==> config.mk <==
export PLATFORM = sky130hd
export DESIGN_NAME = jk_seq_driver
export DESIGN_NICKNAME = d
export VERILOG_FILES = /design/src/rtl/jk_seq_driver.sv
export SDC_FILE = /design/constraint.sdc
export NUM_CORES = 1
export LEC_CHECK = 0
export ABC_AREA = 1
export CAP_MARGIN = 20
export CORE_UTILIZATION = 49
export CTS_CLUSTER_SIZE = 25
export DETAILED_ROUTE_END_ITERATION = 6
export GPL_ROUTABILITY_DRIVEN = 0
export PLACE_DENSITY = 0.86
export SLEW_MARGIN = 20
export SYNTH_ARGS = -nofsm -noshare
export SYNTH_HDL_FRONTEND = slang
export SYNTH_SLANG_ARGS = --single-unit
==> constraint.sdc <==
create_clock -name clk -period 1.54 [get_ports clk]
set_clock_uncertainty 0.2 [all_clocks]
set_input_delay 0.231 -clock clk [delete_from_list [all_inputs] [get_ports clk]]
set_output_delay 0.231 -clock clk [all_outputs]
set_load 0.01 [all_outputs]
==> src/rtl/jk_seq_driver.sv <==
// jk_seq_driver
// Command stage for a JK flip-flop. Plays a four-step {j,k} program, holding
// each step for DWELL clocks, after a one-cycle INIT that forces the flop to 0.
// A reference JK model tracks what the flop should hold. The flop output fed
// back on q_in is compared against it, and failures are logged in a sticky
// flag and a saturating counter.
module jk_seq_driver #(
  parameter logic [7:0] PROGRAM = 8'b10_01_00_11, // step0 = [7:6] ... step3 = [1:0]
  parameter int         DWELL   = 2,              // clocks per step, 1..255
  parameter bit         LOOP    = 1'b0            // 1: DONE goes straight back to INIT
) (
  input  logic       clk,
  input  logic       rst,        // synchronous, active-low
  input  logic       start,
  input  logic       q_in,
  output logic       j,
  output logic       k,
  output logic       busy,
  output logic       done,
  output logic [1:0] step_idx,
  output logic       mismatch,
  output logic [7:0] err_count
);

  typedef enum logic [1:0] {
    IDLE = 2'd0,
    INIT = 2'd1,
    RUN  = 2'd2,
    DONE = 2'd3
  } state_t;

  // Last dwell count of a step; the counter wraps to 0 after this value.
  localparam logic [7:0] DWELL_LAST = 8'(DWELL - 1);

  state_t     state_reg, state_next;
  logic [7:0] dwell_reg, dwell_next;
  logic [1:0] step_next;
  logic       j_next, k_next, busy_next, done_next;
  logic       clear_stats;
  logic       exp_reg, exp_next;
  logic       chk_en_reg;

  // Selects the {j,k} pair for a program step.
  function automatic logic [1:0] prog_pair(input logic [1:0] s);
    logic [1:0] pair;
    case (s)
      2'd0:    pair = PROGRAM[7:6];
      2'd1:    pair = PROGRAM[5:4];
      2'd2:    pair = PROGRAM[3:2];
      default: pair = PROGRAM[1:0];
    endcase
    return pair;
  endfunction

  // Next-state, step/dwell sequencing and next values of the registered outputs.
  always_comb begin
    state_next  = state_reg;
    dwell_next  = dwell_reg;
    step_next   = step_idx;
    clear_stats = 1'b0;
    j_next      = 1'b0;
    k_next      = 1'b0;
    busy_next   = 1'b0;
    done_next   = 1'b0;

    case (state_reg)
      IDLE: begin
        if (start) begin
          state_next  = INIT;
          step_next   = 2'd0;
          dwell_next  = 8'd0;
          clear_stats = 1'b1;
        end
      end
      INIT: begin
        state_next = RUN;
        step_next  = 2'd0;
        dwell_next = 8'd0;
      end
      RUN: begin
        if (dwell_reg == DWELL_LAST) begin
          dwell_next = 8'd0;
          step_next  = step_idx + 2'd1;   // wraps to 0 after the last step
          if (step_idx == 2'd3) begin
            state_next = DONE;
          end
        end else begin
          dwell_next = dwell_reg + 8'd1;
        end
      end
      DONE: begin
        state_next = LOOP ? INIT : IDLE;
        step_next  = 2'd0;
        dwell_next = 8'd0;
      end
      default: begin
        state_next = IDLE;
      end
    endcase

    // Outputs are registered, so they are decoded from the state being entered.
    case (state_next)
      INIT: begin
        j_next = 1'b0;
        k_next = 1'b1;
      end
      RUN: begin
        {j_next, k_next} = prog_pair(step_next);
      end
      default: begin
        j_next = 1'b0;
        k_next = 1'b0;
      end
    endcase
    busy_next = (state_next != IDLE);
    done_next = (state_next == DONE);
  end

  // State register and registered flop drives.
  always_ff @(posedge clk) begin
    if (!rst) begin
      state_reg <= IDLE;
      dwell_reg <= 8'd0;
      step_idx  <= 2'd0;
      j         <= 1'b0;
      k         <= 1'b0;
      busy      <= 1'b0;
      done      <= 1'b0;
    end else begin
      state_reg <= state_next;
      dwell_reg <= dwell_next;
      step_idx  <= step_next;
      j         <= j_next;
      k         <= k_next;
      busy      <= busy_next;
      done      <= done_next;
    end
  end

  // Reference JK behaviour applied to the same registered j,k the flop sees.
  always_comb begin
    exp_next = exp_reg;
    case ({j, k})
      2'b00:   exp_next = exp_reg;
      2'b01:   exp_next = 1'b0;
      2'b10:   exp_next = 1'b1;
      default: exp_next = ~exp_reg;
    endcase
  end

  // Reference model, check window and error bookkeeping.
  always_ff @(posedge clk) begin
    if (!rst) begin
      exp_reg    <= 1'b0;
      chk_en_reg <= 1'b0;
      mismatch   <= 1'b0;
      err_count  <= 8'd0;
    end else begin
      exp_reg    <= exp_next;
      // Delayed by one so the DONE cycle still checks the last RUN step's effect.
      chk_en_reg <= (state_reg == INIT) || (state_reg == RUN);
      if (clear_stats) begin
        mismatch  <= 1'b0;
        err_count <= 8'd0;
      end else if (chk_en_reg && (q_in != exp_reg)) begin
        mismatch <= 1'b1;
        if (err_count != 8'hFF) begin
          err_count <= err_count + 8'd1;
        end
      end
    end
  end

endmodule
==> metrics list <==
- Number of H-tree branching levels: 1
* Final net count: 303
* Total detailed-routing wirelength: 4.65 mm
- In the routed design, unresolved DRC markers number 2.
- By startpoint and endpoint, the worst setup path is classified as flip-flop to flip-flop.
- In the final routed layout, each cell accounts on average for 14.8 um.
* Buffers added on ports: 18
- The via count of the first global-routing pass is 1555.
- Horizontal die dimension: 57.7 um
- Yosys instantiated no cell more often than nand2_1.
- Post-synthesis register bit count: 27
* HPWL Detailed: 2.55 mm
* Critical path capture point type: flip-flop
* Leading cell types by count after synthesis: 62 x nand2_1, 27 x dfxtp_1, 26 x nor2_1
* Clk sink count: 27
* Area of the core: 2850 um2
- Sum of internal, switching and leakage power: 1.39 mW
- In this run the cell area of the synthesized design comes to 1520 um2.
- Dividing the final minimum period by the clock period gives 1.16.
* Required time worst endpoint: 1.60 ns
- The area growth from synthesis to layout is 54.9%.
- Number of hold-slack violations in the final timing report: 0
- Initial Util: 0.532
- In this run the static leakage power is 1.10 nW.
* Kind of cell adding the most delay to the critical path: simple AND/OR/NAND/NOR gates
* Remaining antenna violation count: 0
- ANT cells: 0
- VDD sags by at most 522 uV.
- In this design, the stage delay of the slowest critical-path cell is 0.36 ns.
* Number of clock buffers inserted by TritonCTS: 3
- Buffers inserted to repair hold after CTS numbered 0.
- Slack of the worst reg-to-reg path: -0.25 ns
- For this run, the share of the core covered by cells in the final layout is 0.824.
* Fraction of synthesized cell area taken by the top area cell type: 0.356
- Async S/R FF share, synth: 0
* Run status: complete, but fails checks
* Number of enable-type register cells in the synthesized netlist: 0
* Synth Net Count: 238
- Met3 wire length: 276 um
- Post-route worst setup slack: -0.245 ns
- List of cells traversed by the critical path: inv_2, nand2_1, nor2_4, nand3_1, nand2_1, nand2_1, nand2_2, inv_1, ha_2, o211ai_1, a21oi_1
* I/O pins: 19
* Violated checks: DRC, setup timing
- In this run the core area contains 19 standard-cell rows.
- Setup repair after global routing could not meet its margin everywhere.
- Transition time at the pin with the least slew margin: 0.248 ns
- Data arrival time of the critical path: 1.84 ns
* Gate Count Post-Synth: 219
* Worst-case hold slack: 0.179 ns
- Global routing finished with a remaining overflow of 0.
- Most instantiated flip-flop cell in the synthesis netlist: dfxtp_1
- Cell type with the highest aggregate area in the netlist: dfxtp_1
* Final max-slew violation count: 0
- The root buffer cell chosen for the clock tree is clkbuf_4.
* Largest net degree at the start of global routing: 17
* P per Cell Area: 592 nW/um2
- Measured against its own limit, the worst slew margin works out to 0.834.
- After detailed routing, the met2 layer carries 2.37 mm of wire.
- Hold Crit Class: input port to flip-flop
- For this run, the number of Yosys warnings is 0.
- Post-synth cell types: 22
- Clock tree from TritonCTS: done
- Setup-violating endpoint count in the final report: 7
- The die is 57.7 um tall.
* Vias per std cell: 5.45
* Layout cells sized above 1: 0.445
- Max Freq: 560 MHz
* Cell seen most often among critical-path stages: nand2_1
* Worst slack after detailed placement: -0.350 ns
- Post-Synthesis Mean Instance Area: 6.93 um2
- Number of max-cap violations: 0
- The first detailed-routing pass ran for 7 iterations.
* Number of buffers and inverters on the critical path: 2
- Antenna violations before repair: 0
* Global-route wire length before repair: 6.55 mm
* Startpoint type of the worst setup path: flip-flop
* Vias after detailed routing: 1710
- Proportion of synthesized chip area in sequential cells: 0.356
- Fillcell total: 156
- On the critical path, the stage with the largest delay is an instance of dfxtp_1.
- Of all nets on the critical path, the largest fanout is 4.
- Largest cells by area after synthesis: dfxtp_1 36%, nand2_1 15%, ha_1 12%, nor2_1 6.4%, inv_1 6.2%
- The detailed router put a total of 1.76 mm of wire on met1.
* GRT Overall Usage: 0.256
- Insertion delay to the later sink of the worst-skew pair: 0.35 ns
* Top routing layer in use: met4
- The clock passes through at most 2 buffers.
* Min Tclk post-route: 1.79 ns
- Reg clk slew, reported paths: 0.17 ns
* Starting DRT DRC Count: 114
- Die outline area: 3320 um2
## through the flow
step | cell area (um2) | cells | setup TNS (ns)
CTS | 2230 | 312 | -0.560
global route | 2350 | 314 | -1.99
floorplan | 1600 | 219 | -0.110
detailed placement | 2060 | 300 | -3.01
finish | 2350 | 314 | -1.04
global placement | 2060 | 300 | -2.34
## layer usage
layer,vias to the layer above,global-route usage
li1,810,-
met1,782,0.300
met2,85,0.478
met3,33,0.0201
met4,0,0.105
met5,-,0
## report_power, final
group	internal, mW	switching, mW	leakage (nW)
registers	0.715	0.0144	0.227
logic	0.137	0.174	0.854
clock network	0.102	0.249	0.0183
total	0.954	0.438	1.10
## final timing paths
check	from	to	cells after the start
setup / recovery	dwell_reg[5]	k	11
hold / removal	start	state_reg[0]	5
setup reg to reg	dwell_reg[5]	k	11
hold reg to reg	mismatch	mismatch	2
## worst reg2reg max path: stages, from the launching register on
cell	delay, ns
dfxtp_1	0.36
inv_2	0.07
nand2_1	0.09
nor2_4	0.19
nand3_1	0.10
nand2_1	0.07
nand2_1	0.08
nand2_2	0.09
inv_1	0.06
ha_2	0.19
o211ai_1	0.10
a21oi_1	0.09
## what timing repair did
item                                    CTS  global route
gates cloned                              0             0
setup buffers                             9             3
hold endpoints to repair                  0             0
gates resized for setup                  48            34
pin swaps                                13            17
endpoints found under the setup margin   26            24
## layout make-up
class,count,area [um2],share of cell area
inverters,35,139,0.0591
well taps,31,38.8,0.0165
clock buffers,3,22.5,0.00958
clock inverters,1,6.26,0.00266
repair buffers,61,493,0.210
multi-input cells,156,1080,0.460
flip-flops and latches,27,569,0.242
## cell usage in the layout (no fill, tap or decap), types with 3 or more instances in the layout
| cell | synthesis | final |
|---|---|---|
| a21oi_1 | 15 | 12 |
| a21oi_2 | 0 | 3 |
| buf_4 | 0 | 40 |
| buf_6 | 0 | 3 |
| clkbuf_4 | 0 | 3 |
| dfxtp_1 | 27 | 12 |
| dfxtp_2 | 0 | 11 |
| dfxtp_4 | 0 | 4 |
| dlygate4sd2_1 | 0 | 11 |
| ha_1 | 15 | 5 |
| ha_2 | 0 | 3 |
| ha_4 | 0 | 7 |
| inv_1 | 25 | 20 |
| inv_2 | 10 | 13 |
| nand2_1 | 62 | 51 |
| nand2_2 | 3 | 10 |
| nand2_4 | 2 | 4 |
| nand3_1 | 12 | 10 |
| nand4_1 | 3 | 3 |
| nor2_1 | 26 | 15 |
| nor2_2 | 3 | 9 |
| nor2_4 | 1 | 6 |
## cells by family (layout without fill, tap and decap cells)
| group | Yosys count | after routing | synth area share |
|---|---|---|---|
| simple gates | 117 | 117 | 0.340 |
| buf+inv | 36 | 100 | 0.0899 |
| flops | 27 | 27 | 0.356 |
| compound gates | 20 | 20 | 0.0676 |
| fa+ha+maj | 15 | 15 | 0.124 |
| xor+xnor | 4 | 4 | 0.0231 |
(Power assumes the default switching activity.)
